### src/rtl/reloj_hora_ajustable_pkg.sv
// Shared constants for the adjustable time-of-day keeper: button bit positions,
// edit-field codes, FSM encoding and the 24 h -> 12 h hour mapping.
package reloj_hora_ajustable_pkg;

    localparam int BTN_UP  = 3;
    localparam int BTN_DN  = 2;
    localparam int BTN_IZQ = 1;
    localparam int BTN_DER = 0;

    localparam logic [1:0] CAMPO_SEG  = 2'd0;
    localparam logic [1:0] CAMPO_MIN  = 2'd1;
    localparam logic [1:0] CAMPO_HORA = 2'd2;

    localparam logic [1:0] EDIT_CODE_DEF = 2'b01;

    localparam logic [0:0] ST_RUN  = 1'b0;
    localparam logic [0:0] ST_EDIT = 1'b1;

    // 00 -> 12, 01..12 unchanged, 13..23 -> 01..11; input and output are BCD.
    function automatic logic [7:0] hora_a_12h(input logic [7:0] hora);
        logic [4:0] bin;
        logic [4:0] r;
        bin = 5'(hora[7:4]) * 5'd10 + 5'(hora[3:0]);
        if (bin == 5'd0)
            r = 5'd12;
        else if (bin > 5'd12)
            r = bin - 5'd12;
        else
            r = bin;
        if (r >= 5'd10)
            return {4'd1, 4'(r - 5'd10)};
        else
            return {4'd0, r[3:0]};
    endfunction

endpackage

### src/rtl/reloj_hora_ajustable_contador.sv
// Two-digit BCD up/down counter wrapping between 00 and MAX; carry flags an
// incrementing wrap so counters can be chained.
module contador_bcd_mod
    import reloj_hora_ajustable_pkg::*;
#(
    parameter int MAX = 59
) (
    input  logic       clk,
    input  logic       rst_n,
    input  logic       inc,
    input  logic       dec,
    output logic [7:0] valor,
    output logic       carry
);

    localparam logic [3:0] MAX_DEC = 4'(MAX / 10);
    localparam logic [3:0] MAX_UNI = 4'(MAX % 10);

    logic [3:0] decenas_reg, decenas_next;
    logic [3:0] unidades_reg, unidades_next;
    logic       en_max, en_cero;

    assign en_max  = (decenas_reg == MAX_DEC) && (unidades_reg == MAX_UNI);
    assign en_cero = (decenas_reg == 4'd0) && (unidades_reg == 4'd0);

    // inc wins if both are requested; the top never asserts both anyway.
    always_comb begin
        decenas_next  = decenas_reg;
        unidades_next = unidades_reg;
        if (inc) begin
            if (en_max) begin
                decenas_next  = 4'd0;
                unidades_next = 4'd0;
            end else if (unidades_reg == 4'd9) begin
                decenas_next  = decenas_reg + 4'd1;
                unidades_next = 4'd0;
            end else begin
                unidades_next = unidades_reg + 4'd1;
            end
        end else if (dec) begin
            if (en_cero) begin
                decenas_next  = MAX_DEC;
                unidades_next = MAX_UNI;
            end else if (unidades_reg == 4'd0) begin
                decenas_next  = decenas_reg - 4'd1;
                unidades_next = 4'd9;
            end else begin
                unidades_next = unidades_reg - 4'd1;
            end
        end
    end

    always_ff @(posedge clk or negedge rst_n) begin
        if (!rst_n) begin
            decenas_reg  <= 4'd0;
            unidades_reg <= 4'd0;
        end else begin
            decenas_reg  <= decenas_next;
            unidades_reg <= unidades_next;
        end
    end

    assign valor = {decenas_reg, unidades_reg};
    assign carry = inc && en_max;

endmodule

### src/rtl/reloj_hora_ajustable.sv
// Time-of-day keeper: counts h:m:s from a 1 Hz enable in RUN and lets the user
// edit one field at a time with edge-detected buttons in EDIT.
module reloj_hora_ajustable
    import reloj_hora_ajustable_pkg::*;
#(
    parameter logic [1:0] EDIT_CODE = EDIT_CODE_DEF,
    parameter int         TICK_DIV  = 1
) (
    input  logic       reloj,
    input  logic       resetM,
    input  logic       tick_1hz,
    input  logic [1:0] Control,
    input  logic       F_H,
    input  logic [3:0] IN_bot_hora,
    output logic [7:0] seg_bcd,
    output logic [7:0] min_bcd,
    output logic [7:0] hora_bcd,
    output logic       pm,
    output logic [1:0] campo,
    output logic       editando,
    output logic       fin_dia
);

    localparam int DIV_W = (TICK_DIV > 1) ? $clog2(TICK_DIV) : 1;

    logic [0:0]       estado_reg;
    logic [1:0]       campo_reg;
    logic [3:0]       btn_prev_reg;
    logic [DIV_W-1:0] div_reg;
    logic             fin_dia_reg;

    logic       en_edicion;
    logic [3:0] pulsos;
    logic       act_up, act_dn, act_izq, act_der;
    logic       tick_valido;

    logic [2:0] inc_campo;
    logic [2:0] dec_campo;
    logic [2:0] carry_campo;
    logic [7:0] valor_campo [3];

    assign en_edicion = (estado_reg == ST_EDIT);
    assign pulsos     = IN_bot_hora & ~btn_prev_reg;

    // One action per cycle, up > down > left > right.
    assign act_up  = en_edicion && pulsos[BTN_UP];
    assign act_dn  = en_edicion && pulsos[BTN_DN] && !pulsos[BTN_UP];
    assign act_izq = en_edicion && pulsos[BTN_IZQ] && !pulsos[BTN_UP] && !pulsos[BTN_DN];
    assign act_der = en_edicion && pulsos[BTN_DER] && !pulsos[BTN_UP] && !pulsos[BTN_DN]
                     && !pulsos[BTN_IZQ];

    assign tick_valido = !en_edicion && tick_1hz && (div_reg == DIV_W'(TICK_DIV - 1));

    // Field 0 = seg, 1 = min, 2 = hora; carries only ripple while running.
    generate
        for (genvar gi = 0; gi < 3; gi++) begin : g_campo
            if (gi == 0) begin : g_base
                assign inc_campo[gi] = tick_valido || (act_up && campo_reg == 2'(gi));
            end else begin : g_cadena
                assign inc_campo[gi] = (!en_edicion && carry_campo[gi-1])
                                       || (act_up && campo_reg == 2'(gi));
            end
            assign dec_campo[gi] = act_dn && (campo_reg == 2'(gi));

            contador_bcd_mod #(
                .MAX((gi == 2) ? 23 : 59)
            ) u_contador (
                .clk  (reloj),
                .rst_n(resetM),
                .inc  (inc_campo[gi]),
                .dec  (dec_campo[gi]),
                .valor(valor_campo[gi]),
                .carry(carry_campo[gi])
            );
        end
    endgenerate

    always_ff @(posedge reloj or negedge resetM) begin
        if (!resetM) begin
            estado_reg   <= ST_RUN;
            campo_reg    <= CAMPO_HORA;
            btn_prev_reg <= 4'b0000;
            div_reg      <= '0;
            fin_dia_reg  <= 1'b0;
        end else begin
            btn_prev_reg <= IN_bot_hora;
            fin_dia_reg  <= !en_edicion && carry_campo[2];

            if (!en_edicion && tick_1hz)
                div_reg <= tick_valido ? '0 : DIV_W'(div_reg + 1'b1);

            case (estado_reg)
                ST_RUN: begin
                    if (Control == EDIT_CODE) begin
                        estado_reg <= ST_EDIT;
                        campo_reg  <= CAMPO_HORA;
                    end
                end
                default: begin
                    if (Control != EDIT_CODE)
                        estado_reg <= ST_RUN;
                    if (act_izq && campo_reg != CAMPO_HORA)
                        campo_reg <= campo_reg + 2'd1;
                    else if (act_der && campo_reg != CAMPO_SEG)
                        campo_reg <= campo_reg - 2'd1;
                end
            endcase
        end
    end

    assign seg_bcd  = valor_campo[0];
    assign min_bcd  = valor_campo[1];
    assign hora_bcd = F_H ? hora_a_12h(valor_campo[2]) : valor_campo[2];
    assign pm       = (valor_campo[2] >= 8'h12);
    assign campo    = campo_reg;
    assign editando = en_edicion;
    assign fin_dia  = fin_dia_reg;

endmodule

### config.mk
export PLATFORM = sky130hd
export DESIGN_NAME = reloj_hora_ajustable
export DESIGN_NICKNAME = d
export VERILOG_FILES = /design/src/rtl/reloj_hora_ajustable_pkg.sv /design/src/rtl/reloj_hora_ajustable_contador.sv /design/src/rtl/reloj_hora_ajustable.sv
export SDC_FILE = /design/constraint.sdc
export NUM_CORES = 1
export LEC_CHECK = 0
export BUFFER_PORTS_ARGS = -buffer_cell sky130_fd_sc_hd__clkbuf_2
export CORE_MARGIN = 10
export CORE_UTILIZATION = 63
export DETAILED_ROUTE_END_ITERATION = 16
export PLACE_DENSITY = 0.86
export SLEW_MARGIN = 20
export SYNTH_ARGS = -nofsm -noshare
export SYNTH_HDL_FRONTEND = slang
export SYNTH_HIERARCHICAL = 1
export SYNTH_SLANG_ARGS = --single-unit
### constraint.sdc
create_clock -name reloj -period 7 [get_ports reloj]
set_input_delay 1.4 -clock reloj [delete_from_list [all_inputs] [get_ports reloj]]
set_output_delay 1.4 -clock reloj [all_outputs]
set_load 0.02 [all_outputs]
# Word level (Yosys, flattened, before mapping)
# Cells that the tools add are included.
[totals] ff_bits=33 inputBits=10 out_inout_bits=29 wordCells=159
[op_classes] n_addsub=18 mul=1 n_lt_le_gt_ge=3 n_eq_ne=16 muxes=48 n_bitwise=3 n_reduce_logical=59
[op_table] cell="4-bit two-way mux" n=36
[op_table] cell="1-bit logical AND" n=32
[op_table] cell="4-bit by 1-bit adder with 4-bit output, second input constant" n=6
[op_table] cell="4-bit zero test" n=6
[op_table] cell="4-bit by 1-bit subtractor with 4-bit output, second input constant" n=6
[op_table] cell="5-bit two-way mux" n=3
[op_table] cell="4-bit == test, second input constant" n=3
[op_table] cell="2-bit nonzero test" n=5
[op_table] cell="3-bit != test, second input constant" n=3
[op_table] cell="3-bit AND reduction" n=3
[op_table] cell="3-bit nonzero test" n=3
[op_table] cell="4-bit by 2-bit == test with 1-bit output, second input constant" n=2
[op_table] cell="4-bit by 3-bit == test with 1-bit output, second input constant" n=2
[op_table] cell="8-bit by 5-bit >= comparator with 1-bit output, second input constant" n=1
[op_table] cell="2-bit two-way mux" n=4
[op_table] cell="8-bit two-way mux" n=1
[op_table] cell="5-bit by 4-bit adder with 5-bit output" n=1
[op_table] cell="5-bit by 4-bit >= comparator with 1-bit output, second input constant" n=1
[op_table] cell="5-bit by 4-bit > comparator with 1-bit output, second input constant" n=1
[op_table] cell="5-bit zero test" n=1
[op_table] cell="5-bit by 4-bit subtractor with 5-bit output, second input constant" n=1
[op_table] cell="4-bit AND" n=1
[op_table] cell="2-bit by 1-bit == test with 1-bit output, second input constant" n=2
[op_table] cell="1-bit zero test" n=4
[op_table] cell="other kinds (15)" n=20

# Logic depth before layout (Yosys ltp)
# Gate-level depths: netlist of the first run.
[logic_depth] word_depth=13 mapped_depth=17 mapped_depth_nobuf=16

# Modules after synthesis
# Netlist of the first run, hierarchy kept.
[by_module_without_submodules] module="contador_bcd_mod (g_campo[0].u_contador ...)" instances=2 cells_each=83 area_per_inst_um2=730.7 seq_area_each_um2=200.2
[by_module_without_submodules] module="reloj_hora_ajustable" instances=1 cells_each=108 area_per_inst_um2=903.4 seq_area_each_um2=226.5
[by_module_without_submodules] module="contador_bcd_mod (g_campo[2].u_contador)" instances=1 cells_each=77 area_per_inst_um2=696.9 seq_area_each_um2=200.2

# Worst setup path after synthesis of the first run
# OpenSTA, ideal clock, no wires.
[synth_path] kind="input port to flip-flop" startpoint="in IN_bot_hora[3]" endpoint="reg g_campo[2].u_contador.unidades_reg[0]" setup_time_ns=0.066 arrival_time_ns=4.186 required_time_ns=6.934 path_slack_ns=2.748 cell_stages=15 n_path_buf=1 cell_sequence="nand2b_1 -> o22ai_1 -> inv_1 -> nor2_1 -> inv_1 -> o22ai_1 -> inv_1 -> nor2_1 -> inv_1 -> o22ai_1 -> clkbuf_1 -> inv_1 -> a311o_1 -> a31oi_1 -> and2_1"
[synth_via] elab_chain_cells=11 elab_cells_between_ends=17 classes_between="1 x mux; 1 x bitwise; 15 x reduce/logical"
[synth_lines] element="start, declared" line_no="reloj_hora_ajustable.sv:14" text="input logic [3:0] IN_bot_hora,"
[synth_lines] element="4-bit AND *" line_no="reloj_hora_ajustable.sv:43" text="assign pulsos = IN_bot_hora & ~btn_prev_reg;"
[synth_lines] element="1-bit logical AND *" line_no="reloj_hora_ajustable.sv:46" text="assign act_up = en_edicion && pulsos[BTN_UP];"
[synth_lines] element="1-bit logical AND *" line_no="reloj_hora_ajustable.sv:58" text="assign inc_campo[gi] = tick_valido || (act_up && campo_reg == 2'(gi));"
[synth_lines] element="1-bit logical OR *" line_no="reloj_hora_ajustable.sv:58"
[synth_lines] element="net inc_campo[0]" line_no="reloj_hora_ajustable.sv:37" text="logic [2:0] inc_campo;"
[synth_lines] element="1-bit logical AND *" line_no="reloj_hora_ajustable_contador.sv:64" text="assign carry = inc && en_max;"
[synth_lines] element="net carry_campo[0]" line_no="reloj_hora_ajustable.sv:39" text="logic [2:0] carry_campo;"
[synth_lines] element="1-bit logical AND *" line_no="reloj_hora_ajustable.sv:60" text="assign inc_campo[gi] = (!en_edicion && carry_campo[gi-1])"
[synth_lines] element="1-bit logical OR *" line_no="reloj_hora_ajustable.sv:61" text="|| (act_up && campo_reg == 2'(gi));"
[synth_lines] element="net inc_campo[1]" line_no="reloj_hora_ajustable.sv:37"
[synth_lines] element="1-bit logical AND *" line_no="reloj_hora_ajustable_contador.sv:64"
[synth_lines] element="net carry_campo[1]" line_no="reloj_hora_ajustable.sv:39"
[synth_lines] element="1-bit logical AND *" line_no="reloj_hora_ajustable.sv:60"
[synth_lines] element="1-bit logical OR *" line_no="reloj_hora_ajustable.sv:61"
[synth_lines] element="net inc_campo[2]" line_no="reloj_hora_ajustable.sv:37"
[synth_lines] element="4-bit two-way mux or 2-bit nonzero test (tied branches)"
[synth_lines] element="end signal, assigned" line_no="reloj_hora_ajustable_contador.sv:59" text="unidades_reg <= unidades_next;"
[synth_lines] element="end, declared" line_no="reloj_hora_ajustable_contador.sv:20" text="logic [3:0] unidades_reg, unidades_next;"
# The timed path passes the listed nets; every way through them passes the cells marked *.
# A chain may end at the register's enable or synchronous reset.

# Worst setup path in the final report of the first run
[layout_path] startpoint="reg g_campo[2].u_contador.decenas_reg[0]" endpoint="out hora_bcd[2]"
[layout_via] elab_chain_cells=8 elab_cells_between_ends=11 classes_between="3 x add/sub; 1 x mul; 2 x order compare; 4 x mux; 1 x reduce/logical"
[layout_lines] element="start, declared" line_no="reloj_hora_ajustable_contador.sv:19" text="logic [3:0] decenas_reg, decenas_next;"
[layout_lines] element="start signal, assigned" line_no="reloj_hora_ajustable_contador.sv:58" text="decenas_reg <= decenas_next;"
[layout_lines] element="4-bit by 3-bit multiplier with 4-bit output *" line_no="reloj_hora_ajustable_pkg.sv:23" text="bin = 5'(hora[7:4]) * 5'd10 + 5'(hora[3:0]);"
[layout_lines] element="5-bit by 4-bit adder with 5-bit output *" line_no="reloj_hora_ajustable_pkg.sv:23"
[layout_lines] element="5-bit by 4-bit subtractor with 5-bit output or 5-bit by 4-bit > comparator with 1-bit output (tied branches)" line_no="reloj_hora_ajustable_pkg.sv:27, reloj_hora_ajustable_pkg.sv:26"
[layout_lines] element="5-bit two-way mux" line_no="reloj_hora_ajustable_pkg.sv:26" text="else if (bin > 5'd12)"
[layout_lines] element="5-bit two-way mux *" line_no="reloj_hora_ajustable_pkg.sv:24" text="if (bin == 5'd0)"
[layout_lines] element="4-bit subtractor or 5-bit by 4-bit >= comparator with 1-bit output (tied branches)" line_no="reloj_hora_ajustable_pkg.sv:31, reloj_hora_ajustable_pkg.sv:30"
[layout_lines] element="5-bit two-way mux *" line_no="reloj_hora_ajustable_pkg.sv:30" text="if (r >= 5'd10)"
[layout_lines] element="8-bit two-way mux *" line_no="reloj_hora_ajustable.sv:113" text="assign hora_bcd = F_H ? hora_a_12h(valor_campo[2]) : valor_campo[2];"
[layout_lines] element="end, declared" line_no="reloj_hora_ajustable.sv:17" text="output logic [7:0] hora_bcd,"
# Every way passes the cells marked *; elsewhere a longest branch is shown, timed or not.

==> results.ini, run 1 <==
[place]
place_ws_ns=1.87
place_inst=448
place_congestion=0.903
dpl.hpwl_mm=5.26
port_buffers=38

[final_layout]
drive_above_1_share=0.201
fin_util=0.716
fill_cells=375
area_growth_pct=10.4
fin_nets=430
stdcell_count=456
insertedDiodeCount=0

[routing]
drc_errors=0
dr.pass1.iters=5
antenna_left=0
wl_mm=6.94
wire_per_inst_um=15.2
via_count=2757
drt_iter0_markers=217
vias_per_cell=6.05

[global_routing]
grt_use_total=0.172
met1_usage=0.201
antenna_found_initial=0
grt_util_met3=0.0391
grt_max_degree=34
grt_pass1_wl_mm=12.1
met2_usage=0.303
grt-busiest-layer=met2
grt_pass1_vias=2718
gr-total-overflow=0

[pwr]
irDropWorstVdd_mv=0.404
powerDensity_mw_per_mm2=419
leakage_nw=1.48

[floorplan]
start_util=0.648
rows=25
io_pins=39
die_area_sq_mm=0.00805
coreArea_sq_mm=0.00472
fp.dieH_um=89.7
dieWidth_um=89.7

[clock_network]
clk_path_buf_depth=2
cts_resized=0
cts_buffers=5
cts_sinks=33
cts_tree=built
ctsHoldBuffers=0
postCtsSetupRepairBufs=0
cts.clk_slew.worst_paths_ns=0.07
cts_max_level=2
clock_latency_ns=0.29
clockRootBuffer=clkbuf_8

[logic_synthesis]
synth-compound-area-share=0.219
synth_cell_types=66
syn_inst=351
syn_nets=392
ys_warn_count=6
muxShareOfSynthArea=0.0339
synth_simple_gate_area_frac=0.262
synth_top_family_by_area=simple AND/OR/NAND/NOR gates
synth_edf_count=0
ys_ff_latch=33
ys_seq_area_frac=0.270
synth_flop_cell=dfrtp_1
synth_xor_area_frac=0.0241
synth_fa_ha_area_frac=0.129
synth_async_sr_flop_share=1.00
avgSynthCellArea_sq_um=8.72
syn-cell-area_sq_mm=0.00306

[flow_run]
cap_violations=0

[timing]
final-hold-violation-count=0
drv_slew=0
fin_skew_ns=0.00937
relSlewSlack=0.448
rsz0062_at_grt=no
fin_ws_ns=2.13
fmax_ghz=0.205
period_share=0.696
setup_viol=0
fin_setup_tns_ns=0
worstMarginPinSlew_ns=0.827
min_period_ns=4.87

[worst_setup_path]
crit_required_ns=5.60
r2r_cells=19
r2r_setup_slack_ns=3.02
crit_type=register to primary output
critPathLaunchType=register
cp-end-kind=primary output
arrival_ns=3.47
cp_max_fo=11

[hold_path]
hold_class=register to register
min_path_cells=1

[status]
outcome=finished clean

[synth_stat cells, drive strengths merged, types with 3 or more instances]
cell     instances  area [sq um]
xor2             4          42.6
a21o             3          22.5
ha              30           375
nor3b            7          75.1
nand3           19          95.1
nor4b            3          26.3
o21ai           16          87.6
nor2b            9          56.3
o22ai            4          25.0
inv             33           124
nor2            30           113
nand2b           6          37.5
and2             3          18.8
nand4bb          3          66.3
or3              6          37.5
clkbuf           6          22.5
a31oi           10          62.6
dfrtp           32           801
a221oi           4          47.6
o31ai            5          37.5
a21oi           23           134
or2              3          21.3
a211oi           7          52.6
nand2           21          78.8
buf              4          41.3
and3b            5          43.8
mux2             5          63.8
o21bai           3          22.5
nor3            13          65.1
mux2i            4          40.0
[kinds of logic after synthesis]
family	count (synthesis)
flip-flops	33
AO/OA/AOI/OAI	94
XOR/XNOR	6
AND/OR/NAND/NOR	135
multiplexers	9
adder cells (fa/ha/maj)	31
buffers and inverters	43
[worst paths after layout]
path | startpoint | endpoint
worst max-delay path | g_campo[2].u_contador/decenas_reg[0]$_DFFE_PN0P_ | hora_bcd[2]
worst min register to register | div_reg$_DFFE_PN0P_ | div_reg$_DFFE_PN0P_
worst min-delay path | div_reg$_DFFE_PN0P_ | div_reg$_DFFE_PN0P_
max in group asynchronous | resetM | btn_prev_reg[0]$_DFF_PN0_
worst max register to register | campo[0]$_DFFE_PN0P_ | g_campo[2].u_contador/decenas_reg[3]$_DFFE_PN0P_
min in group asynchronous | resetM | g_campo[1].u_contador/decenas_reg[1]$_DFFE_PN0P_
[layout make-up]
type	count	area [sq um]	share of cell area
Clock buffer	7	86.3	0.0255
Inverter	33	124	0.0366
Sequential cell	33	827	0.245
Multi-Input combinational cell	275	2050	0.605
Timing Repair Buffer	41	213	0.0629
Tap cell	67	83.8	0.0248
[through the flow]
step	power, mW	hold slack, ns	cell area [sq um]
after floorplan	1.06	0.454	3060
after global routing	1.54	0.542	3380
after CTS	1.42	0.491	3370
after global placement	1.23	0.472	3290
final	1.42	0.486	3380
after detailed placement	1.26	0.475	3290
[placed cells by master (no fill, tap or decap), types with 3 or more instances in the layout]
master and n:
inv_1 32, a31oi_1 10, or3_1 6, and2_1 3, clkbuf_8 6, a21oi_1 18, o22ai_1 4, o31ai_1 5
a21o_1 3, ha_1 30, nor3_1 13, clkbuf_2 38, nand2b_1 6, mux2i_1 4, a211oi_1 7, nand3_1 19
nor4b_1 3, nor3b_1 5, dfrtp_1 32, o21ai_1 4, and3b_1 5, nor2b_1 9, xor2_1 3, o21bai_1 3
nand2_1 21, o21ai_0 10, nor2_1 30, a21oi_2 5, mux2_2 3
[power by group]
part	internal, mW	total [mW]	switching [mW]
combinational	0.385	0.889	0.503
clock	0.0780	0.146	0.0684
sequential	0.242	0.381	0.138
total	0.705	1.42	0.710
[routing by layer]
layer,up-vias,part of all wire
li1,1350,-
met1,1304,0.43
met2,89,0.50
met3,14,0.056
met4,0,0.015
met5,-,0
[worst max-delay path: stages, from the launching register on]
cell and delay, ns:
dfrtp_1 0.50, ha_1 0.34, ha_1 0.34, xor2_2 0.24, inv_2 0.06, ha_1 0.19, o21ai_0 0.15, nand2_1 0.07
a21oi_1 0.23, ha_1 0.25, o41ai_2 0.12, a21oi_2 0.21, mux2_4 0.32, clkbuf_2 0.16
Power figures use the tool's default switching activity.
==> run 2, diff against run 1 <==
--- a/config.mk
+++ b/config.mk
@@ -5,11 +5,12 @@
 export SDC_FILE = /design/constraint.sdc
 export NUM_CORES = 1
 export LEC_CHECK = 0
+export ABC_AREA = 1
 export BUFFER_PORTS_ARGS = -buffer_cell sky130_fd_sc_hd__clkbuf_2
 export CORE_MARGIN = 10
-export CORE_UTILIZATION = 63
+export CORE_UTILIZATION = 59
 export DETAILED_ROUTE_END_ITERATION = 16
-export PLACE_DENSITY = 0.86
+export PLACE_DENSITY = 0.81
 export SLEW_MARGIN = 20
 export SYNTH_ARGS = -nofsm -noshare
 export SYNTH_HDL_FRONTEND = slang
==> constraint.sdc (replaced) <==
create_clock -name reloj -period 4.77 [get_ports reloj]
set_input_delay 0.954 -clock reloj [delete_from_list [all_inputs] [get_ports reloj]]
set_output_delay 0.954 -clock reloj [all_outputs]
set_load 0.02 [all_outputs]
==> results.ini, run 2 <==
[status]
outcome=finished clean

[logic_synthesis]
syn_inst=474
ys_seq_area_frac=0.256
ys_ff_latch=33
synth_simple_gate_area_frac=0.410
synth_most_common_cell=nand2_1
synth_area_leader_cell=dfrtp_1
synth_area_leaders=dfrtp_1 (25%), nand2_1 (15%), ha_1 (12%), nand3_1 (8.5%), inv_1 (6.9%)
synth-compound-area-share=0.0617
muxShareOfSynthArea=0
avgSynthCellArea_sq_um=6.81
synth_flop_cell=dfrtp_1
synth.top_cell.area_share=0.248
synth_top_family_by_area=simple AND/OR/NAND/NOR gates
synth_xor_area_frac=0.0376
syn_nets=515
synth_edf_count=0
synth_async_sr_flop_share=1.00
synthTopCellsByCount=nand2_1 (125), inv_1 (59), nand3_1 (55)
ys_warn_count=6
synth_cell_types=36
synth_fa_ha_area_frac=0.123
syn-cell-area_sq_mm=0.00323

[timing]
fin_skew_ns=0.00861
relSlewSlack=0.444
fin_ws_ns=0.824
fin_setup_tns_ns=0
rsz0062_at_grt=no
min_period_ns=3.95
setup_viol=0
fmax_ghz=0.253
final-hold-violation-count=0
worstMarginPinSlew_ns=0.835
period_share=0.827
drv_slew=0

[pwr]
pwr-share-clk=0.092
power_frac_seq=0.244
internal-power_mw=1.05
irDropWorstVdd_mv=0.607
p_switching_mw=1.27
powerDensity_mw_per_mm2=663
leakage_nw=1.90
p_sw_frac=0.547
power_frac_comb=0.664

[floorplan]
dieWidth_um=93.9
io_pins=39
start_util=0.620
coreArea_sq_mm=0.00520
fp.dieH_um=93.9
rows=26
die_area_sq_mm=0.00882

[worst_setup_path]
cp_max_fo=8
arrival_ns=2.99
crit_required_ns=3.82
cp-end-kind=primary output
r2r_cells=21
crit_type=register to primary output
critPathLaunchType=register
r2r_setup_slack_ns=1.46

[clock_network]
cts_buffers=5
cts_sinks=33
postCtsSetupRepairBufs=0
cts_max_level=2
clk_path_buf_depth=2
cts_resized=0
cts.clk_slew.worst_paths_ns=0.08
ctsHoldBuffers=0
clockRootBuffer=clkbuf_8
cts_tree=built
clock_latency_ns=0.30

[global_routing]
grt_max_degree=34
grt_use_total=0.169
antenna_found_initial=0
grt_pass1_vias=2985
grt_pass1_wl_mm=12.6
gr-total-overflow=0

[place]
dpl.hpwl_mm=5.46
port_buffers=38
place_ws_ns=0.888
place_congestion=0.863

[flow_run]
cap_violations=0

[hold_path]
hold_class=register to register
min_path_cells=2

[final_layout]
fill_cells=468
layout_common_cells=nand2_1 (125), inv_1 (59), nand3_1 (55), nor2_1 (53), clkbuf_2 (38)
final_common_cell=nand2_1
fin_util=0.673
fin_nets=550
drive_above_1_share=0.178
area_growth_pct=8.65
insertedDiodeCount=0

[routing]
antenna_left=0
wl_mm=7.02
via_count=3014
vias_per_cell=5.20
drc_errors=0
drt_iter0_markers=199
dr.pass1.iters=4
wire_per_inst_um=12.1

==> run 2: cell count changes in the layout (fill, tap and decap cells not counted), sizes merged, moves of 7 or more <==
cell,delta
nand3,+41
inv,+36
xor2,+8
nor3,-13
nand4,+15
a21oi,-15
a211oi,-7
nand2,+118
nor2,+31
nor3b,-7
nor2b,-9
==> run 2: kinds of logic (layout without fill, tap and decap cells) <==
family                   count (synthesis)  count (layout)
AO/OA/AOI/OAI                           34              34
buffers and inverters                   81             117
AND/OR/NAND/NOR                        282             282
adder cells (fa/ha/maj)                 31              31
flip-flops                              33              33
XOR/XNOR                                13              13
==> run 2: cell type report <==
class / instances / area [sq um] / share of cell area
Multi-Input combinational cell: 360 / 2040 / 0.582
Clock buffer: 5 / 68.8 / 0.0196
Sequential cell: 33 / 827 / 0.236
Inverter: 69 / 259 / 0.0739
Clock inverter: 3 / 17.5 / 0.00500
Tap cell: 70 / 87.6 / 0.0250
Timing Repair Buffer: 40 / 205 / 0.0586
==> run 2: routing by layer <==
metal,global-route usage,part of all wire,up-vias
li1,-,-,1587
met1,0.200,0.47,1359
met2,0.294,0.48,61
met3,0.0336,0.043,7
met4,0.0582,0.012,0
met5,0,0,-
==> run 2: metrics by stage <==
| stage | total power, mW | instance area, sq um | hold slack, ns | cells |
|---|---|---|---|---|
| finish | 2.32 | 3500 | 0.502 | 580 |
| global route | 2.57 | 3500 | 0.521 | 580 |
| CTS | 2.34 | 3500 | 0.502 | 580 |
| detailed placement | 2.11 | 3420 | 0.489 | 572 |
| global placement | 2.08 | 3420 | 0.486 | 572 |
| floorplan | 1.80 | 3230 | 0.473 | 474 |
==> run 2: path summary, 6_finish.rpt <==
| path | from | endpoint |
|---|---|---|
| setup reg to reg | campo[0]$_DFFE_PN0P_ | g_campo[2].u_contador/unidades_reg[1]$_DFFE_PN0P_ |
| hold / removal | div_reg$_DFFE_PN0P_ | div_reg$_DFFE_PN0P_ |
| hold reg to reg | div_reg$_DFFE_PN0P_ | div_reg$_DFFE_PN0P_ |
| max in group asynchronous | resetM | fin_dia$_DFF_PN0_ |
| setup / recovery | g_campo[2].u_contador/decenas_reg[2]$_DFFE_PN0P_ | hora_bcd[1] |
| min in group asynchronous | resetM | g_campo[1].u_contador/decenas_reg[3]$_DFFE_PN0P_ |
==> run 2: power groups by stage <==
stage | clock network [mW] | logic [mW] | registers (mW)
final | 0.215 | 1.54 | 0.566
after CTS | 0.218 | 1.55 | 0.566
after global placement | 0 | 1.52 | 0.566
after detailed placement | 0 | 1.54 | 0.572
after floorplan | 0 | 1.25 | 0.552
after global routing | 0.229 | 1.75 | 0.595
==> run 2: critical path: stages, from the launching register on <==
cell and delay [ns]:
dfrtp_1 0.56, ha_1 0.31, ha_1 0.34, xnor2_2 0.20, ha_1 0.17, nand4_1 0.16, and3_1 0.22, ha_1 0.21
nand2_1 0.09, nand2_2 0.07, nand3_1 0.07, nand3_1 0.07, nand2_1 0.06, clkbuf_2 0.16
==> run 3, diff against run 2 <==
--- a/config.mk
+++ b/config.mk
@@ -8,9 +8,9 @@
 export ABC_AREA = 1
 export BUFFER_PORTS_ARGS = -buffer_cell sky130_fd_sc_hd__clkbuf_2
 export CORE_MARGIN = 10
-export CORE_UTILIZATION = 59
+export CORE_UTILIZATION = 54
 export DETAILED_ROUTE_END_ITERATION = 16
-export PLACE_DENSITY = 0.81
+export PLACE_DENSITY = 0.78
 export SLEW_MARGIN = 20
 export SYNTH_ARGS = -nofsm -noshare
 export SYNTH_HDL_FRONTEND = slang
==> constraint.sdc (replaced) <==
create_clock -name reloj -period 3.25 [get_ports reloj]
set_input_delay 0.65 -clock reloj [delete_from_list [all_inputs] [get_ports reloj]]
set_output_delay 0.65 -clock reloj [all_outputs]
set_load 0.02 [all_outputs]
==> results.ini, run 3 (same netlist as run 2, synthesis figures left out) <==
[status]
outcome=complete, but fails checks
violations=setup timing

[timing]
relSlewSlack=0.454
fmax_ghz=0.301
final-hold-violation-count=0
min_period_ns=3.32
drv_slew=0
setup_viol=2
worstMarginPinSlew_ns=0.818
period_share=1.02
fin_ws_ns=-0.0681
rsz0062_at_grt=yes
fin_skew_ns=0.00573
fin_setup_tns_ns=-0.122

[global_routing]
gr-total-overflow=0
grt_use_total=0.150
antenna_found_initial=0
grt_pass1_vias=2918
grt_pass1_wl_mm=12.7
grt_max_degree=34

[worst_setup_path]
arrival_ns=2.67
crit_type=register to primary output
crit_required_ns=2.60
cp-end-kind=primary output
cp_max_fo=4
critPathLaunchType=register

[floorplan]
rows=28
dieWidth_um=97.3
fp.dieH_um=97.3
coreArea_sq_mm=0.00585
start_util=0.551
die_area_sq_mm=0.00946
io_pins=39

[pwr]
pwr-share-clk=0.092
power_frac_seq=0.192
irDropWorstVdd_mv=1.10
internal-power_mw=1.94
power_frac_comb=0.716
powerDensity_mw_per_mm2=1060
leakage_nw=1.99
p_switching_mw=2.05
p_sw_frac=0.514
power.total_mw=4.00

[clock_network]
clockRootBuffer=clkbuf_8
clock_latency_ns=0.28
ctsHoldBuffers=0
cts_sinks=33
cts_tree=built
cts_buffers=5
cts_max_level=2
cts.clk_slew.worst_paths_ns=0.06
clk_path_buf_depth=2

[final_layout]
area_growth_pct=16.4
fin_util=0.642
drive_above_1_share=0.223
final_common_cell=nand2_1
layout_common_cells=nand2_1 (123), inv_1 (58), nand3_1 (54), nor2_1 (52), clkbuf_2 (34)
fin_nets=564
insertedDiodeCount=0

[routing]
drt_iter0_markers=211
via_count=3080
wire_per_inst_um=12.3
antenna_left=0
vias_per_cell=5.14
dr.pass1.iters=4
wl_mm=7.38
drc_errors=0

[place]
port_buffers=38
dpl.hpwl_mm=5.71
place_congestion=0.872

[flow_run]
cap_violations=0

[hold_path]
hold_class=input pin to asynchronous set/reset pin

-- run 3: final cells by class --
| cell class | instances | area (sq um) |
|---|---|---|
| Multi-Input combinational cell | 360 | 2130 |
| Tap cell | 75 | 93.8 |
| Clock buffer | 6 | 72.6 |
| Timing Repair Buffer | 54 | 337 |
| Fill cell | 546 | 2100 |
| Clock inverter | 2 | 35.0 |
| Inverter | 69 | 259 |
| Sequential cell | 33 | 828 |
-- run 3: what timing repair did --
item                       4_1_cts  5_1_grt
setup endpoints to repair        4        4
setup buffers                    5        1
pin swaps                       11        7
gates resized for setup         15       12
-- run 3: worst paths after layout --
| kind | cells past startpoint | from | end | slack, ns |
|---|---|---|---|---|
| worst max-delay path | 14 | g_campo[2].u_contador/decenas_reg[0]$_DFFE_PN0P_ | hora_bcd[2] | -0.07 |
| min in group reloj | 1 | IN_bot_hora[1] | btn_prev_reg[1]$_DFF_PN0_ | 0.48 |
| worst min register to register | 2 | div_reg$_DFFE_PN0P_ | div_reg$_DFFE_PN0P_ | 0.50 |
| worst max register to register | 19 | campo[0]$_DFFE_PN0P_ | g_campo[2].u_contador/unidades_reg[1]$_DFFE_PN0P_ | 0.54 |
| worst min-delay path | 1 | resetM | g_campo[0].u_contador/unidades_reg[2]$_DFFE_PN0P_ | 0.46 |
| max in group asynchronous | 1 | resetM | g_campo[2].u_contador/decenas_reg[0]$_DFFE_PN0P_ | 2.23 |
-- run 3: worst max-delay path: stages, from the launching register on --
cell and delay, ns:
dfrtp_2 0.45, ha_4 0.18, fa_2 0.55, inv_2 0.06
ha_2 0.16, nand4_1 0.10, and3_4 0.21, ha_4 0.16
nand2_4 0.05, nand2_4 0.07, nand2_2 0.06, nand2_1 0.07
nand3_2 0.07, nand2_2 0.07, clkbuf_8 0.13
-- run 3: through the flow --
step / instances / worst slack, ns / area (sq um) / hold WS (ns)
after global routing: 599 / -0.160 / 3750 / 0.473
after CTS: 598 / -0.104 / 3690 / 0.476
after global placement: 585 / 0.147 / 3480 / 0.486
final: 599 / -0.0681 / 3750 / 0.457
after floorplan: 474 / 0.166 / 3230 / 0.354
after detailed placement: 585 / 0.0151 / 3480 / 0.488
-- run 3: metal layers --
layer	vias to the layer above	track usage	part of all wire
met4	0	0.0481	0.012
met3	12	0.0405	0.049
met2	64	0.254	0.49
li1	1613	-	-
met1	1391	0.180	0.45
met5	-	0	0
-- run 3: power by group through the flow --
stage                     Combinational, mW  Sequential [mW]  Clock [mW]
after floorplan                        1.83            0.810           0
after global placement                 2.34            0.751           0
after detailed placement               2.44            0.760           0
after CTS                              2.66            0.754       0.378
after global routing                   3.19            0.792       0.395
final                                  2.86            0.766       0.367
